===== src/rtl/conv_pkg.sv =====
// Shared definitions for the rate-1/2 convolutional encoder and the Viterbi decoder.
// Holds the default trellis (K=3, G0=7, G1=5), the control state type and the symbol type.
package conv_pkg;

  localparam int                 K_DEF         = 3;
  localparam logic [K_DEF-1:0]   G0_DEF        = 3'b111;
  localparam logic [K_DEF-1:0]   G1_DEF        = 3'b101;
  localparam int                 MAX_FRAME_DEF = 64;

  typedef enum logic [1:0] {
    IDLE = 2'd0,
    DATA = 2'd1,
    TAIL = 2'd2
  } state_t;

  // [1] = c0, [0] = c1
  typedef logic [1:0] sym_t;

endpackage


===== src/rtl/conv_encoder_if.sv =====
// Bit-stream input and coded-symbol output bundle of conv_encoder.
// Handshake: a transfer happens on a rising edge where valid and ready are both 1;
// a source holds its payload stable while valid is high and ready is low, and ready never waits on valid.
interface conv_encoder_if;
  import conv_pkg::*;

  logic valid_i;
  logic data_i;
  logic last_i;
  logic ready_o;
  sym_t sym_o;
  sym_t sym_mask_o;
  logic sym_valid_o;
  logic sym_ready_i;
  logic sym_last_o;
  logic busy_o;
  logic frame_err_o;

  modport slave (
    input  valid_i, data_i, last_i, sym_ready_i,
    output ready_o, sym_o, sym_mask_o, sym_valid_o, sym_last_o, busy_o, frame_err_o
  );

  modport master (
    output valid_i, data_i, last_i, sym_ready_i,
    input  ready_o, sym_o, sym_mask_o, sym_valid_o, sym_last_o, busy_o, frame_err_o
  );

endinterface


===== src/rtl/conv_enc_core.sv =====
// Combinational generator: (d_in, sr) -> {c0, c1}. Shared with the decoder branch-metric unit
// so both ends of the link are built from the same trellis.
module conv_enc_core
  import conv_pkg::*;
#(
  parameter int             K  = K_DEF,
  parameter logic [K-1:0]   G0 = G0_DEF,
  parameter logic [K-1:0]   G1 = G1_DEF
) (
  input  logic         d_in,
  input  logic [K-2:0] sr,
  output sym_t         sym
);

  logic [K-1:0] v;

  always_comb begin
    v   = {d_in, sr};
    sym = {^(v & G0), ^(v & G1)};
  end

endmodule


===== src/rtl/conv_encoder.sv =====
// Rate-1/2 feed-forward convolutional encoder with K-1 zero-tail termination per frame.
// Optional rate-2/3 puncturing (period 2) is built when CONV_ENC_PUNCTURE_EN is defined.
module conv_encoder
  import conv_pkg::*;
#(
  parameter int           K         = K_DEF,
  parameter logic [K-1:0] G0        = G0_DEF,
  parameter logic [K-1:0] G1        = G1_DEF,
  parameter int           MAX_FRAME = MAX_FRAME_DEF
) (
  input  logic                 clk,
  input  logic                 rst_n,
  conv_encoder_if.slave        enc,
  output state_t               dbg_state_o,
  output logic [K-2:0]         dbg_sr_o
);

  localparam int CW = $clog2(MAX_FRAME + 1);
  localparam int TW = (K > 2) ? $clog2(K - 1) : 1;
  localparam logic [CW-1:0] CNT_MAX   = CW'(MAX_FRAME);
  localparam logic [TW-1:0] TAIL_LAST = TW'(K - 2);

  state_t          state_q, state_d;
  logic [K-2:0]    sr_q, sr_d;
  logic [CW-1:0]   cnt_q, cnt_d, cnt_inc;
  logic [TW-1:0]   tail_q, tail_d;
  logic            init_q;
  logic            full_q, full_d;
  sym_t            sym_q, sym_d;
  logic            last_q, last_d;
  logic            err_q, err_d;

  logic            loadable;
  logic            ready;
  logic            accept;
  logic            tail_load;
  logic            load;
  logic            core_d;
  logic [K-1:0]    shift_v;
  sym_t            code;
  sym_t            load_sym;

  conv_enc_core #(.K(K), .G0(G0), .G1(G1)) u_core (
    .d_in (core_d),
    .sr   (sr_q),
    .sym  (code)
  );

  always_comb begin
    loadable  = !full_q || enc.sym_ready_i;
    ready     = init_q && loadable && (state_q == IDLE || state_q == DATA);
    accept    = ready && enc.valid_i;
    tail_load = (state_q == TAIL) && loadable;
    load      = accept || tail_load;
    core_d    = accept && enc.data_i;
    shift_v   = {core_d, sr_q};
  end

`ifdef CONV_ENC_PUNCTURE_EN
  logic phase_q, phase_d, phase_use;
  sym_t mask_q, mask_d, load_mask;

  // The first data bit of a frame always lands on phase 0, so each frame starts unpunctured.
  always_comb begin
    phase_use = (accept && state_q == IDLE) ? 1'b0 : phase_q;
    load_mask = phase_use ? 2'b10 : 2'b11;
    load_sym  = code & load_mask;
    phase_d   = phase_q;
    mask_d    = mask_q;
    if (load) begin
      phase_d = ~phase_use;
      mask_d  = load_mask;
    end
  end

  always_ff @(posedge clk or negedge rst_n) begin
    if (!rst_n) begin
      phase_q <= 1'b0;
      mask_q  <= 2'b11;
    end else begin
      phase_q <= phase_d;
      mask_q  <= mask_d;
    end
  end

  assign enc.sym_mask_o = mask_q;
`else
  assign load_sym       = code;
  assign enc.sym_mask_o = 2'b11;
`endif

  always_comb begin
    state_d = state_q;
    sr_d    = sr_q;
    cnt_d   = cnt_q;
    tail_d  = tail_q;
    full_d  = full_q;
    sym_d   = sym_q;
    last_d  = last_q;
    err_d   = 1'b0;
    cnt_inc = cnt_q + 1'b1;

    if (full_q && enc.sym_ready_i) full_d = 1'b0;

    if (accept) begin
      full_d = 1'b1;
      sym_d  = load_sym;
      last_d = 1'b0;
      sr_d   = shift_v[K-1:1];
      cnt_d  = cnt_inc;
      tail_d = '0;
      if (enc.last_i) begin
        state_d = TAIL;
      end else if (cnt_inc == CNT_MAX) begin
        // Frame overran without last_i: close it here and flag it.
        state_d = TAIL;
        err_d   = 1'b1;
      end else begin
        state_d = DATA;
      end
    end else if (tail_load) begin
      full_d = 1'b1;
      sym_d  = load_sym;
      sr_d   = shift_v[K-1:1];
      tail_d = tail_q + 1'b1;
      last_d = 1'b0;
      if (tail_q == TAIL_LAST) begin
        last_d  = 1'b1;
        state_d = IDLE;
        sr_d    = '0;
        cnt_d   = '0;
      end
    end
  end

  always_ff @(posedge clk or negedge rst_n) begin
    if (!rst_n) begin
      state_q <= IDLE;
      sr_q    <= '0;
      cnt_q   <= '0;
      tail_q  <= '0;
      init_q  <= 1'b0;
      full_q  <= 1'b0;
      sym_q   <= '0;
      last_q  <= 1'b0;
      err_q   <= 1'b0;
    end else begin
      state_q <= state_d;
      sr_q    <= sr_d;
      cnt_q   <= cnt_d;
      tail_q  <= tail_d;
      init_q  <= 1'b1;
      full_q  <= full_d;
      sym_q   <= sym_d;
      last_q  <= last_d;
      err_q   <= err_d;
    end
  end

  // busy covers the window where the closing tail symbol still waits downstream.
  assign enc.ready_o     = ready;
  assign enc.sym_o       = sym_q;
  assign enc.sym_valid_o = full_q;
  assign enc.sym_last_o  = last_q;
  assign enc.busy_o      = (state_q != IDLE) || (full_q && last_q);
  assign enc.frame_err_o = err_q;
  assign dbg_state_o     = state_q;
  assign dbg_sr_o        = sr_q;

endmodule


===== src/flat_wrapper.sv =====
// flat-port wrapper written by rule: the top's interface ports become plain ports
module conv_encoder_flat import conv_pkg::*;
#(
  parameter int           K         = K_DEF,
  parameter logic [K-1:0] G0        = G0_DEF,
  parameter logic [K-1:0] G1        = G1_DEF,
  parameter int           MAX_FRAME = MAX_FRAME_DEF
)
  (clk, rst_n, dbg_state_o, dbg_sr_o, enc_valid_i, enc_data_i, enc_last_i, enc_sym_ready_i, enc_ready_o, enc_sym_o, enc_sym_mask_o, enc_sym_valid_o, enc_sym_last_o, enc_busy_o, enc_frame_err_o);
  conv_encoder_if enc_i ();
  input  logic clk;
  input  logic rst_n;
  output state_t dbg_state_o;
  output logic [K-2:0] dbg_sr_o;
  input wire logic [$bits(enc_i.valid_i)-1:0] enc_valid_i;
  input wire logic [$bits(enc_i.data_i)-1:0] enc_data_i;
  input wire logic [$bits(enc_i.last_i)-1:0] enc_last_i;
  input wire logic [$bits(enc_i.sym_ready_i)-1:0] enc_sym_ready_i;
  output wire logic [$bits(enc_i.ready_o)-1:0] enc_ready_o;
  output wire logic [$bits(enc_i.sym_o)-1:0] enc_sym_o;
  output wire logic [$bits(enc_i.sym_mask_o)-1:0] enc_sym_mask_o;
  output wire logic [$bits(enc_i.sym_valid_o)-1:0] enc_sym_valid_o;
  output wire logic [$bits(enc_i.sym_last_o)-1:0] enc_sym_last_o;
  output wire logic [$bits(enc_i.busy_o)-1:0] enc_busy_o;
  output wire logic [$bits(enc_i.frame_err_o)-1:0] enc_frame_err_o;
  assign enc_i.valid_i = enc_valid_i;
  assign enc_i.data_i = enc_data_i;
  assign enc_i.last_i = enc_last_i;
  assign enc_i.sym_ready_i = enc_sym_ready_i;
  assign enc_ready_o = enc_i.ready_o;
  assign enc_sym_o = enc_i.sym_o;
  assign enc_sym_mask_o = enc_i.sym_mask_o;
  assign enc_sym_valid_o = enc_i.sym_valid_o;
  assign enc_sym_last_o = enc_i.sym_last_o;
  assign enc_busy_o = enc_i.busy_o;
  assign enc_frame_err_o = enc_i.frame_err_o;
  conv_encoder #(.K(K), .G0(G0), .G1(G1), .MAX_FRAME(MAX_FRAME)) u_core (.clk(clk), .rst_n(rst_n), .enc(enc_i), .dbg_state_o(dbg_state_o), .dbg_sr_o(dbg_sr_o));
endmodule

===== config.mk =====
export PLATFORM = sky130hd
export DESIGN_NAME = conv_encoder_flat
export DESIGN_NICKNAME = d
export VERILOG_FILES = /design/src/rtl/conv_pkg.sv /design/src/rtl/conv_encoder_if.sv /design/src/rtl/conv_enc_core.sv /design/src/rtl/conv_encoder.sv /design/src/flat_wrapper.sv
export SDC_FILE = /design/constraint.sdc
export NUM_CORES = 1
export LEC_CHECK = 0
export BUFFER_PORTS_ARGS = -buffer_cell sky130_fd_sc_hd__buf_2
export CAP_MARGIN = 15
export CORE_ASPECT_RATIO = 0.5
export CORE_MARGIN = 3
export CORE_UTILIZATION = 36
export DETAILED_ROUTE_END_ITERATION = 10
export PLACE_DENSITY = 0.62
export SLEW_MARGIN = 25
export SYNTH_ARGS = -nofsm -noshare
export SYNTH_HDL_FRONTEND = slang
export SYNTH_SLANG_ARGS = --single-unit

===== constraint.sdc =====
create_clock -name clk -period 1.5 [get_ports clk]
set_clock_uncertainty 0.2 [all_clocks]
set_input_delay 0.075 -clock clk [delete_from_list [all_inputs] [get_ports clk]]
set_output_delay 0.075 -clock clk [all_outputs]
set_load 0.05 [all_outputs]

# After elaboration in Yosys (flattened, before gate mapping)
# Cells that the tools add are included.
op_classes:
  addsub: 2
  eq_ne: 3
  mux: 24
  reduce_logical: 19
ops:
  columns: ["op", "count"]
  rows:
  - ["$mux 7", 3]
  - ["$mux 2", 10]
  - ["$mux 1", 11]
  - ["$add 7x1->7 const B", 1]
  - ["$eq 7x7->1 const B", 1]
  - ["$logic_and 1x1->1", 7]
  - ["$reduce_bool 2->1", 3]
  - ["$reduce_xor 3->1", 2]
  - ["$logic_or 1x1->1", 3]
  - ["$reduce_bool 3->1", 1]
  - ["$eq 2x1->1 const B", 1]
  - ["$eq 2x2->1 const B", 1]
  - ["$logic_not 2->1", 1]
  - ["$reduce_and 2->1", 1]
  - ["$add 1x1->1 const B", 1]
  - ["$logic_not 1->1", 1]
word_totals:
  ff_bits: 18
  inputBits: 6
  output_inout_bits: 13
  elab_cells: 57

# Longest topological paths before layout
# Gate-level depths: netlist of run 1.
logic_depth:
  depth_word: 9
  ltp_mapped: 5
  depth_no_buf: 5

# Hierarchy
# A second synthesis of run 1 with hierarchy kept.
hier_totals:
  hier_cells: 84
  area_unflattened_um2: 897.1
modules_own_cells:
  columns: ["module", "n_inst", "cells_per_inst", "area_each_um2", "seq_area_each_um2"]
  rows:
  - ["conv_encoder", 1, 82, 864.6, 450.4]
  - ["conv_enc_core", 1, 2, 32.5, 0.0]

# Least setup slack after synthesis of run 1
# OpenSTA, ideal clock, no wires.
synth_timing:
  path_type: "reg2reg"
  start: "register u_core.full_q, in the netlist u_core.enc.sym_valid_o"
  end: "register u_core.cnt_q[0]"
  setup_ns: 0.125
  t_arrival_ns: 1.537
  required_ns: 1.175
  slack_ns: -0.362
  path_stages_with_launch: 5
  path_buffers: 1
  period_less_slack_ns: 1.862
  cell_sequence: "dfrtp_1 > nand2b_1 > and3_1 > buf_4 > mux2_4"
synth_between:
  elab_chain_cells: 7
  word_cells_on_any_way: 10
  cone_classes: "mux (1); reduce/logical (9)"
synth_rtl:
  columns: ["item", "line_no", "rtl"]
  rows:
  - ["from (decl)", "conv_encoder.sv:28", "logic full_q, full_d;"]
  - ["from (signal assigned)", "conv_encoder.sv:153", "full_q <= full_d;"]
  - ["$logic_not 1->1 (*)", "conv_encoder.sv:50", "loadable = !full_q || enc.sym_ready_i;"]
  - ["$logic_or 1x1->1 (*)", "conv_encoder.sv:50", null]
  - ["$logic_and 1x1->1 (2 in series)", "conv_encoder.sv:51", "ready = init_q && loadable && (state_q == IDLE || state_q == DATA);"]
  - ["$logic_and 1x1->1", "conv_encoder.sv:52", "accept = ready && enc.valid_i;"]
  - ["$reduce_bool 2->1 (no source line)", null, null]
  - ["$reduce_and 2->1 (no source line)", null, null]
  - ["to (signal assigned)", "conv_encoder.sv:150", "cnt_q <= cnt_d;"]
  - ["to (decl)", "conv_encoder.sv:25", "logic [CW-1:0] cnt_q, cnt_d, cnt_inc;"]
# Every way passes the cells marked *; elsewhere a longest branch is shown, timed or not.
# A chain may end at the register's enable or synchronous reset.

# Worst setup path in the final report of run 1
layout_timing:
  start: "register u_core.cnt_q[0]"
  end: "register u_core.state_q[0], in the netlist u_core.dbg_state_o[0]"
layout_between:
  elab_chain_cells: 5
layout_rtl:
  columns: ["item", "line_no", "rtl"]
  rows:
  - ["$add 7x1->7", "conv_encoder.sv:101", "cnt_inc = cnt_q + 1'b1;"]
  - ["$eq 7x7->1", "conv_encoder.sv:114", "end else if (cnt_inc == CNT_MAX) begin"]
  - ["$mux 2", "conv_encoder.sv:114", null]
  - ["$mux 2", "conv_encoder.sv:112", "if (enc.last_i) begin"]
  - ["$mux 2", "conv_encoder.sv:105", "if (accept) begin"]
  - ["to (signal assigned)", "conv_encoder.sv:148", "state_q <= state_d;"]
  - ["to (decl)", "conv_encoder.sv:23", "state_t state_q, state_d;"]
# No other way between the ends.

==> impl_metrics.tcl, run 1 <==
set metrics [dict create \
    status "complete, but fails checks" \
    violations "negative setup slack" \
    report.power.total_mw 2.87 \
    slowest_stage "dfrtp_1" \
    die_w_um 79.2 \
    crit_fanout 3 \
    finalNonFillerCells 170 \
    netlist_area_um2 963 \
    finalCritPeriodShare_pct 104 \
    n_fill_cell 200 \
    cts_buffers 3 \
    power_density_nw_per_um2 1970 \
    setup_viol 9 \
    vias 811 \
    cts.path.max_buffers 2 \
    maxCapViolCount 0 \
    pwr-share-comb_pct 58.0 \
    cts_tree "yes" \
    yosysTopAreaCellShare_pct 46.8 \
    path_buf_inv 1 \
    dpl_cell_area_um2 1220 \
    p_switching_mw 1.24 \
    row_count 12 \
    placed_cells_incl_taps 157 \
    htree_levels 1 \
    grt_overflow 0 \
    slew_viol_final 0 \
    start_kind "register" \
    ir_worst_vdd_uv 857 \
    power_frac_clock_pct 12.4 \
    drive_gt1_share_pct 50.4 \
    async_flop_share_pct 100 \
    hpwl_um 1560 \
    portBuffers 16 \
    period_needed_ns 1.56 \
    yosysMostFrequentCell "dfrtp_1" \
    max_freq_mhz 642 \
    p_int_mw 1.63 \
    yosys_register_bits 18 \
    wirelength_um 2150 \
    grt_max_degree 19 \
    diodes 0 \
    syn2layout_area_growth_pct 51.3 \
    synth.top_cells.by_area "dfrtp_1 47%, a22o_1 5.5%, nor2_1 3.9%" \
    nNetsFinal 143 \
    synth_cell_types 38 \
    crit_family "compound AO/OA/AOI/OAI gates" \
    fp.dieH_um 42.6 \
    crit_chain "buf_6, a211o_1, a21oi_2, o21ai_2, a22o_1" \
    cp_data_required_time_ns 1.45 \
    critPathCaptureType "register" \
    ioPinCount 19 \
    drc_errors 0 \
    antenna_found_initial 0 \
    synth.top_cells.by_count "18 x dfrtp_1, 10 x nor2_1, 6 x a22o_1, 6 x nand2_1, 5 x a21oi_1" \
    power.leakage_nw 0.697 \
    synth_cells 90 \
    dieArea_um2 3370 \
    finalHoldViolCount 0 \
    syn_avg_cell_area_um2 10.7 \
    hold_path_class "input pin to register" \
    swShare_pct 43.2 \
    gp_congestion 0.767 \
    drtPass1Iterations 4 \
    slowest_delay_ns 0.40 \
    start_util_pct 40.6 \
    hold_ws_ns 0.0120 \
    viasPerCell 4.77 \
    synth_edf_count 0 \
    p_seq_share_pct 29.7 \
    yosysWarnings 0 \
    detail-route-antenna-nets 0 \
    grt_pass1_wl_um 3770 \
    cts_sinks 18 \
    stdcell_area_um2 1460 \
    synth-main-ff-cell "dfrtp_1" \
    cts-root-buf "clkbuf_8" \
    drt-initial-drc-count 34 \
    synth_top_cell_by_area "dfrtp_1" \
    fin_ws_ns -0.0569 \
    path_clk_slew_ns 0.07 \
    arrival_ns 1.51 \
    worstSetupPathType "register to register" \
    pre_cts_ws_ns -0.126 \
    core_area_um2 2370 \
    grt_pass1_vias 835 \
    avgRoutedWirePerCell_um 12.6 \
    grtUsageTotal_pct 14.9 \
    reg2reg_setup_slack_ns -0.06 \
    seq_area_frac_synth_pct 46.8 \
    clock_latency_ns 0.26 \
    rsz0062_at_grt "yes" \
]
-- registers in the layout (all words and copies together) (netlist names), 2 cells and up --
register and count:
u_core.enc.sym_o 2, u_core.dbg_state_o 2, u_core.dbg_sr_o 2, u_core.cnt_q 7
-- per-layer routing --
layer	routed length (µm)	part of all wire, %	GRT usage, %
met5	0	0	0
met2	1000	47	23.7
met4	24	1.1	5.14
met3	89	4.1	6.44
met1	1030	48	18.0
-- area by class of cell --
cell class / count / area [µm²] / area share (%)
clock buffers: 4 / 45.0 / 3.09
well taps: 35 / 43.8 / 3.00
flip-flops and latches: 18 / 454 / 31.2
repair buffers: 42 / 317 / 21.7
inverters: 2 / 7.51 / 0.515
multi-input cells: 69 / 591 / 40.5
-- what timing repair did --
action	4_1_cts	5_1_grt
endpoints found under the hold margin	22	0
setup buffers	5	1
gates resized for setup	19	10
endpoints found under the setup margin	13	16
hold buffers	3	0
pin swaps	11	3
-- worst register-to-register path, stage by stage (launching register included) --
cell and delay, ns:
dfrtp_1 0.40, buf_6 0.14, a211o_1 0.29, a21oi_2 0.14, o21ai_2 0.09, a22o_1 0.19
-- kinds of logic (layout without fill, tap and decap cells) --
kind of cell	count (synthesis)	in the layout	share of synthesized area (%)
simple gates	33	33	19.2
other cells	1	3	0.389
fa+ha+maj	1	1	1.30
compound gates	24	24	19.7
buf+inv	5	48	3.12
mux	2	2	2.60
xor+xnor	6	6	6.88
flops	18	18	46.8
-- cell usage in the layout, fill, tap and decap left out, drive strengths merged --
cell / count
buf: 39
dfrtp: 18
nor2: 10
nand2: 6
a22o: 6
a21oi: 5
and3: 4
clkbuf: 4
o21ai: 4
xnor2: 3
conb: 3
a211o: 2
nand2b: 2
inv: 2
xor2: 2
dlygate4sd3: 2
and2b: 2
nand3: 2
nor3: 2
a21o: 2
nor4: 1
o211a: 1
nand4: 1
nor2b: 1
and3b: 1
xnor3: 1
o31a: 1
a31oi: 1
a31o: 1
a211oi: 1
nor3b: 1
mux2i: 1
mux2: 1
ha: 1
dlymetal6s4s: 1
-- path summary, 6_finish.rpt --
| path | to | cells after the start | from |
|---|---|---|---|
| worst max register to register | u_core.dbg_state_o[0] | 5 | u_core.cnt_q[0] |
| max in group asynchronous | u_core.dbg_state_o[1] | 2 | rst_n |
| min in group asynchronous | u_core.dbg_sr_o[0] | 2 | rst_n |
| worst min-delay path | u_core.enc.frame_err_o | 4 | enc_valid_i |
| worst min register to register | u_core.enc.sym_o[1] | 2 | u_core.enc.sym_o[1] |
| worst max-delay path | u_core.dbg_state_o[0] | 5 | u_core.cnt_q[0] |
-- per-stage QoR --
stage               TNS [ns]  util (%)
floorplan              -1.06         -
detailed placement    -0.370      51.6
finish                -0.242      61.4
global route          -0.825      61.4
CTS                   -0.270      59.7
global placement      -0.214      51.6
-- power groups by stage --
stage	Combinational (mW)	Clock [mW]	Sequential, mW
finish	1.66	0.355	0.851
global route	1.79	0.391	0.879
CTS	1.62	0.365	0.853
detailed placement	1.41	0	0.845
global placement	1.41	0	0.833
floorplan	0.665	0	1.14
No activity file was read; power rests on OpenSTA's default activity.
==> run 2: changes to the inputs <==
CTS_BUF_LIST = sky130_fd_sc_hd__clkbuf_8 sky130_fd_sc_hd__clkbuf_16   (was default)
PLACE_DENSITY = 0.6   (was 0.62)
SLEW_MARGIN = 20   (was 25)
clock period = 1.6 ns   (was 1.5 ns; I/O delays follow)
==> run 2 against run 1 <==
Effect of this change:
- the run now ends clean
- combinational power is 19% lower
- critical path depth is 1 lower
- hold slack improved by 0.0063 ns
- worst setup slack better by 0.065 ns
- fmax shrank 2.2%
- core utilization fell by 5.0 points
- non-clock buffer count decreased by 10
- cell count down 5.9%
- first-iteration DRC count up 21%
==> impl_metrics.tcl, run 2 (synthesis gave the netlist of run 1 again) <==
set metrics [dict create \
    drive_gt1_share_pct 45.6 \
    max_freq_mhz 628 \
    hold_path_class "input pin to register" \
    detail-route-antenna-nets 0 \
    setup_viol 0 \
    setup_tns_ns 0 \
    arrival_ns 1.53 \
    syn2layout_area_growth_pct 39.0 \
    n_fill_cell 227 \
    path_clk_slew_ns 0.07 \
    diodes 0 \
    p_int_mw 1.41 \
    dpl_cell_area_um2 1160 \
    crit_chain "and3b_2, o21ai_4, a21o_4, mux2_4" \
    avgRoutedWirePerCell_um 13.0 \
    ioPinCount 19 \
    status "completed" \
    power_frac_clock_pct 14.6 \
    largest_reg_flops 7 \
    p_seq_share_pct 32.2 \
    row_count 12 \
    worstSetupPathType "register to register" \
    gp_congestion 0.834 \
    mostFrequentLayoutCells "15 x buf_2, 15 x dfrtp_1, 13 x buf_4" \
    start_kind "register" \
    crit_fanout 8 \
    hold_path.startpoint "enc_valid_i" \
    viasPerCell 4.94 \
    power.leakage_nw 0.632 \
    grtUsageTotal_pct 12.9 \
    maxCapViolCount 0 \
    cts_sinks 18 \
    nNetsFinal 133 \
    path_buf_inv 0 \
    antenna_found_initial 0 \
    regMostFlops "u_core.cnt_q" \
    grt_pass1_vias 697 \
    cp_data_required_time_ns 1.54 \
    final_util_pct 56.4 \
    pwr-share-comb_pct 53.1 \
    grt_max_degree 19 \
    slowest_stage "dfrtp_2" \
    cts-root-buf "clkbuf_8" \
    start_util_pct 40.6 \
    critPathCaptureType "register" \
    p_switching_mw 1.12 \
    stdcell_area_um2 1340 \
    cp-startpoint "u_core.dbg_state_o[1]" \
    grt_overflow 0 \
    drc_errors 0 \
    cts.path.max_buffers 2 \
    reg2reg_from "u_core.dbg_state_o[1]" \
    clock_latency_ns 0.25 \
    fp.dieH_um 42.6 \
    slew_viol_final 0 \
    ir_worst_vdd_uv 780 \
    slowest_delay_ns 0.45 \
    htree_levels 1 \
    cts_tree "yes" \
    period_needed_ns 1.59 \
    die_w_um 79.2 \
    dieArea_um2 3370 \
    finalCritPeriodShare_pct 99.5 \
    drt-initial-drc-count 41 \
    drtPass1Iterations 4 \
    grt_pass1_wl_um 3280 \
    hold_ws_ns 0.0182 \
    wirelength_um 2080 \
    pre_cts_ws_ns -0.0315 \
    hpwl_um 1500 \
    portBuffers 16 \
    rsz0062_at_grt "yes" \
    vias 791 \
    crit_family "flip-flops" \
    cts_buffers 3 \
    fin_ws_ns 0.00848 \
    core_area_um2 2370 \
    swShare_pct 44.3 \
    power_density_nw_per_um2 1890 \
    finalHoldViolCount 0 \
]
[run 2: metal layers]
metal  share of wire (%)  routed length, µm  up-vias  GRT usage, %
li1                    -                  -      392             -
met1                  49               1030      383          17.4
met2                  45                939       16          19.9
met3                 5.7                119        0          5.79
met4                   0                  0        0          1.03
met5                   0                  0        -             0
[run 2: final cells by class]
cell class	count	area, µm²	area share, %
multi-input cells	69	568	42.4
flip-flops and latches	18	454	33.9
repair buffers	32	210	15.7
clock buffers	4	55.1	4.11
well taps	35	43.8	3.27
inverters	2	7.51	0.561
[run 2: what timing repair did]
item	in CTS	in global routing
setup buffers	2	2
pin swaps	1	5
hold buffers	3	0
hold endpoints to repair	22	0
resized for setup	2	11
setup endpoints to repair	7	9
[run 2: worst paths after layout]
check	slack (ns)	to	cells past startpoint
hold / removal	0.02	u_core.enc.frame_err_o	4
max in group asynchronous	0.78	u_core.enc.sym_valid_o	2
setup reg to reg	0.008	u_core.cnt_q[0]	4
min in group asynchronous	0.09	u_core.tail_q	2
hold reg to reg	0.27	u_core.enc.sym_o[0]	2
setup / recovery	0.008	u_core.cnt_q[0]	4
[run 2: worst min-delay path: stages]
cell     delay, ns
buf_2         0.13
nand3_2       0.08
buf_4         0.12
nor3_2        0.03
[run 2: per-stage QoR]
stage	std cells	total power, mW
global route	160	2.71
floorplan	92	1.69
CTS	158	2.45
detailed placement	149	2.02
global placement	149	2.01
finish	160	2.54
[run 2: power groups by stage]
stage	clock network [mW]	registers [mW]	logic, mW
2_1_floorplan	0	1.06	0.625
3_3_place_gp	0	0.813	1.20
3_5_place_dp	0	0.819	1.21
4_1_cts	0.382	0.803	1.26
5_1_grt	0.409	0.851	1.45
6_report	0.371	0.818	1.35
==> run 3: changes to the inputs <==
CORE_UTILIZATION = 35   (was 36)
PLACE_DENSITY = 0.59   (was 0.6)
==> run 3 against run 2 <==
Effect of this change:
- core utilization shrank 2.2 points
- sequential power fell by 1%
- non-clock buffer count is 2 lower
- routed wire length fell by 2.5%
- global-route usage is 0.29 points higher
- sequential cell count unchanged
- largest power group unchanged
- combinational power decreased by 3%
- critical path type unchanged
- register-to-register slack is essentially flat
- worst setup slack lost 0.0050 ns
- fmax down 0.31%
- cell area fell by 2.7%
==> impl_metrics.tcl, run 3 (synthesis gave the netlist of run 1 again) <==
set metrics [dict create \
    p_seq_share_pct 33.2 \
    cp-startpoint "u_core.dbg_state_o[1]" \
    hold_path_class "input pin to register" \
    rsz0062_at_grt "yes" \
    reg2reg_depth 4 \
    ioPinCount 19 \
    power_density_nw_per_um2 1870 \
    cts_tree "yes" \
    slew_viol_final 0 \
    path_clk_slew_ns 0.07 \
    path_buf_inv 0 \
    report.power.total_mw 2.44 \
    clock_latency_ns 0.25 \
    mostFrequentLayoutCells "15 x buf_2, 15 x dfrtp_1, 10 x buf_4" \
    start_util_pct 40.1 \
    worstSetupPathType "register to register" \
    detail-route-antenna-nets 0 \
    avgRoutedWirePerCell_um 12.9 \
    hold_ws_ns 0.0200 \
    crit_chain "and3b_2, o21ai_4, a21o_4, mux2_4" \
    arrival_ns 1.54 \
    pwr-share-comb_pct 53.8 \
    die_w_um 80.2 \
    period_needed_ns 1.60 \
    slowest_stage "dfrtp_2" \
    cp_data_required_time_ns 1.54 \
    drtPass1Iterations 4 \
    power.leakage_nw 0.624 \
    slowest_delay_ns 0.45 \
    status "completed" \
    antenna_found_initial 0 \
    dpl_cell_area_um2 1170 \
    regMostFlops "u_core.cnt_q" \
    reg2reg_setup_slack_ns 0.004 \
    largest_reg_flops 7 \
    fp.dieH_um 43.1 \
    grt_pass1_vias 698 \
    drc_errors 0 \
    setup_viol 0 \
    cts.path.max_buffers 2 \
    diodes 0 \
    grt_pass1_wl_um 3370 \
    critPathCaptureType "register" \
    finalCritPeriodShare_pct 99.8 \
    portBuffers 16 \
    ir_worst_vdd_uv 823 \
    finalHoldViolCount 0 \
    maxCapViolCount 0 \
    drt-initial-drc-count 23 \
    n_fill_cell 222 \
    drive_gt1_share_pct 42.3 \
    fin_ws_ns 0.00353 \
    cts_buffers 3 \
    hpwl_um 1430 \
    p_switching_mw 1.09 \
    final_util_pct 54.2 \
    cts_sinks 18 \
    swShare_pct 44.7 \
    cts-root-buf "clkbuf_8" \
    power_frac_clock_pct 13.1 \
    critPathCapture "u_core.cnt_q[0]" \
    vias 794 \
    crit_family "flip-flops" \
    row_count 12 \
    reg2reg_from "u_core.dbg_state_o[1]" \
    nNetsFinal 131 \
    syn2layout_area_growth_pct 35.2 \
    dieArea_um2 3460 \
    stdcell_area_um2 1300 \
    path_depth 4 \
    p_int_mw 1.35 \
    crit_fanout 8 \
    pre_cts_ws_ns -0.00121 \
    start_kind "register" \
    viasPerCell 5.03 \
    wirelength_um 2030 \
    multi_input_area_um2 544 \
    worstReg2RegEnd "u_core.cnt_q[0]" \
    grt_max_degree 19 \
    core_area_um2 2400 \
    htree_levels 1 \
    gp_congestion 0.749 \
    grt_overflow 0 \
    max_freq_mhz 626 \
    seq_area_um2 454 \
    grtUsageTotal_pct 13.2 \
]
run 3: cell count changes in the layout (fill, tap and decap cells not counted), sizes merged:
cell	delta
buf	-2
clkbuf	-1
inv	+1
run 3: layout make-up:
type | instances | share of cell area [%]
clock buffer | 3 | 3.17
clock inverter | 1 | 0.288
inverter | 2 | 0.576
multi-input combinational | 69 | 41.8
sequential | 18 | 34.9
tap | 35 | 3.36
timing repair buffer | 30 | 15.9
run 3: worst min path at each step:
| stage | start | end | slack [ns] | depth (start not counted) |
|---|---|---|---|---|
| floorplan | rst_n | u_core.cnt_q[0] | -0.42 | 0 |
| global placement | rst_n | u_core.enc.sym_last_o | -0.16 | 1 |
| detailed placement | rst_n | u_core.enc.sym_last_o | -0.16 | 1 |
| CTS | enc_valid_i | u_core.enc.frame_err_o | 0.01 | 4 |
| global route | enc_sym_ready_i | u_core.enc.sym_valid_o | 0.04 | 4 |
| finish | enc_sym_ready_i | u_core.enc.sym_valid_o | 0.02 | 4 |
run 3: power by group through the flow:
stage               registers, mW  logic, mW  clock network (mW)
floorplan                    1.06      0.625                   0
global route                0.840       1.41               0.350
finish                      0.808       1.31               0.319
detailed placement          0.812       1.21                   0
CTS                         0.802       1.25               0.332
global placement            0.807       1.21                   0
run 3: worst reg2reg max path: cells and delay by family (launching register included):
kind            cells  cell delay (ns)
simple gates        1             0.29
compound gates      2             0.28
flops               1             0.45
mux                 1             0.26
run 3: per-stage QoR:
| step | cells | setup TNS [ns] |
|---|---|---|
| global placement | 148 | 0 |
| detailed placement | 148 | -0.00121 |
| global route | 158 | -0.111 |
| finish | 158 | 0 |
| CTS | 156 | 0 |
| floorplan | 92 | -0.149 |
run 3: repair_timing:
item	CTS	global route
hold buffers	3	0
pin swaps	1	3
gates resized for setup	2	7
gates cloned	0	0
endpoints found under the setup margin	2	9
endpoints found under the hold margin	22	0
setup buffers	1	2
run 3: routing by layer:
metal / track usage, % / vias to the layer above / part of all wire [%]
met5: 0 / - / 0
met4: 5.05 / 0 / 0.39
met1: 18.7 / 384 / 47
met2: 17.8 / 23 / 45
li1: - / 385 / -
met3: 5.08 / 2 / 7.5
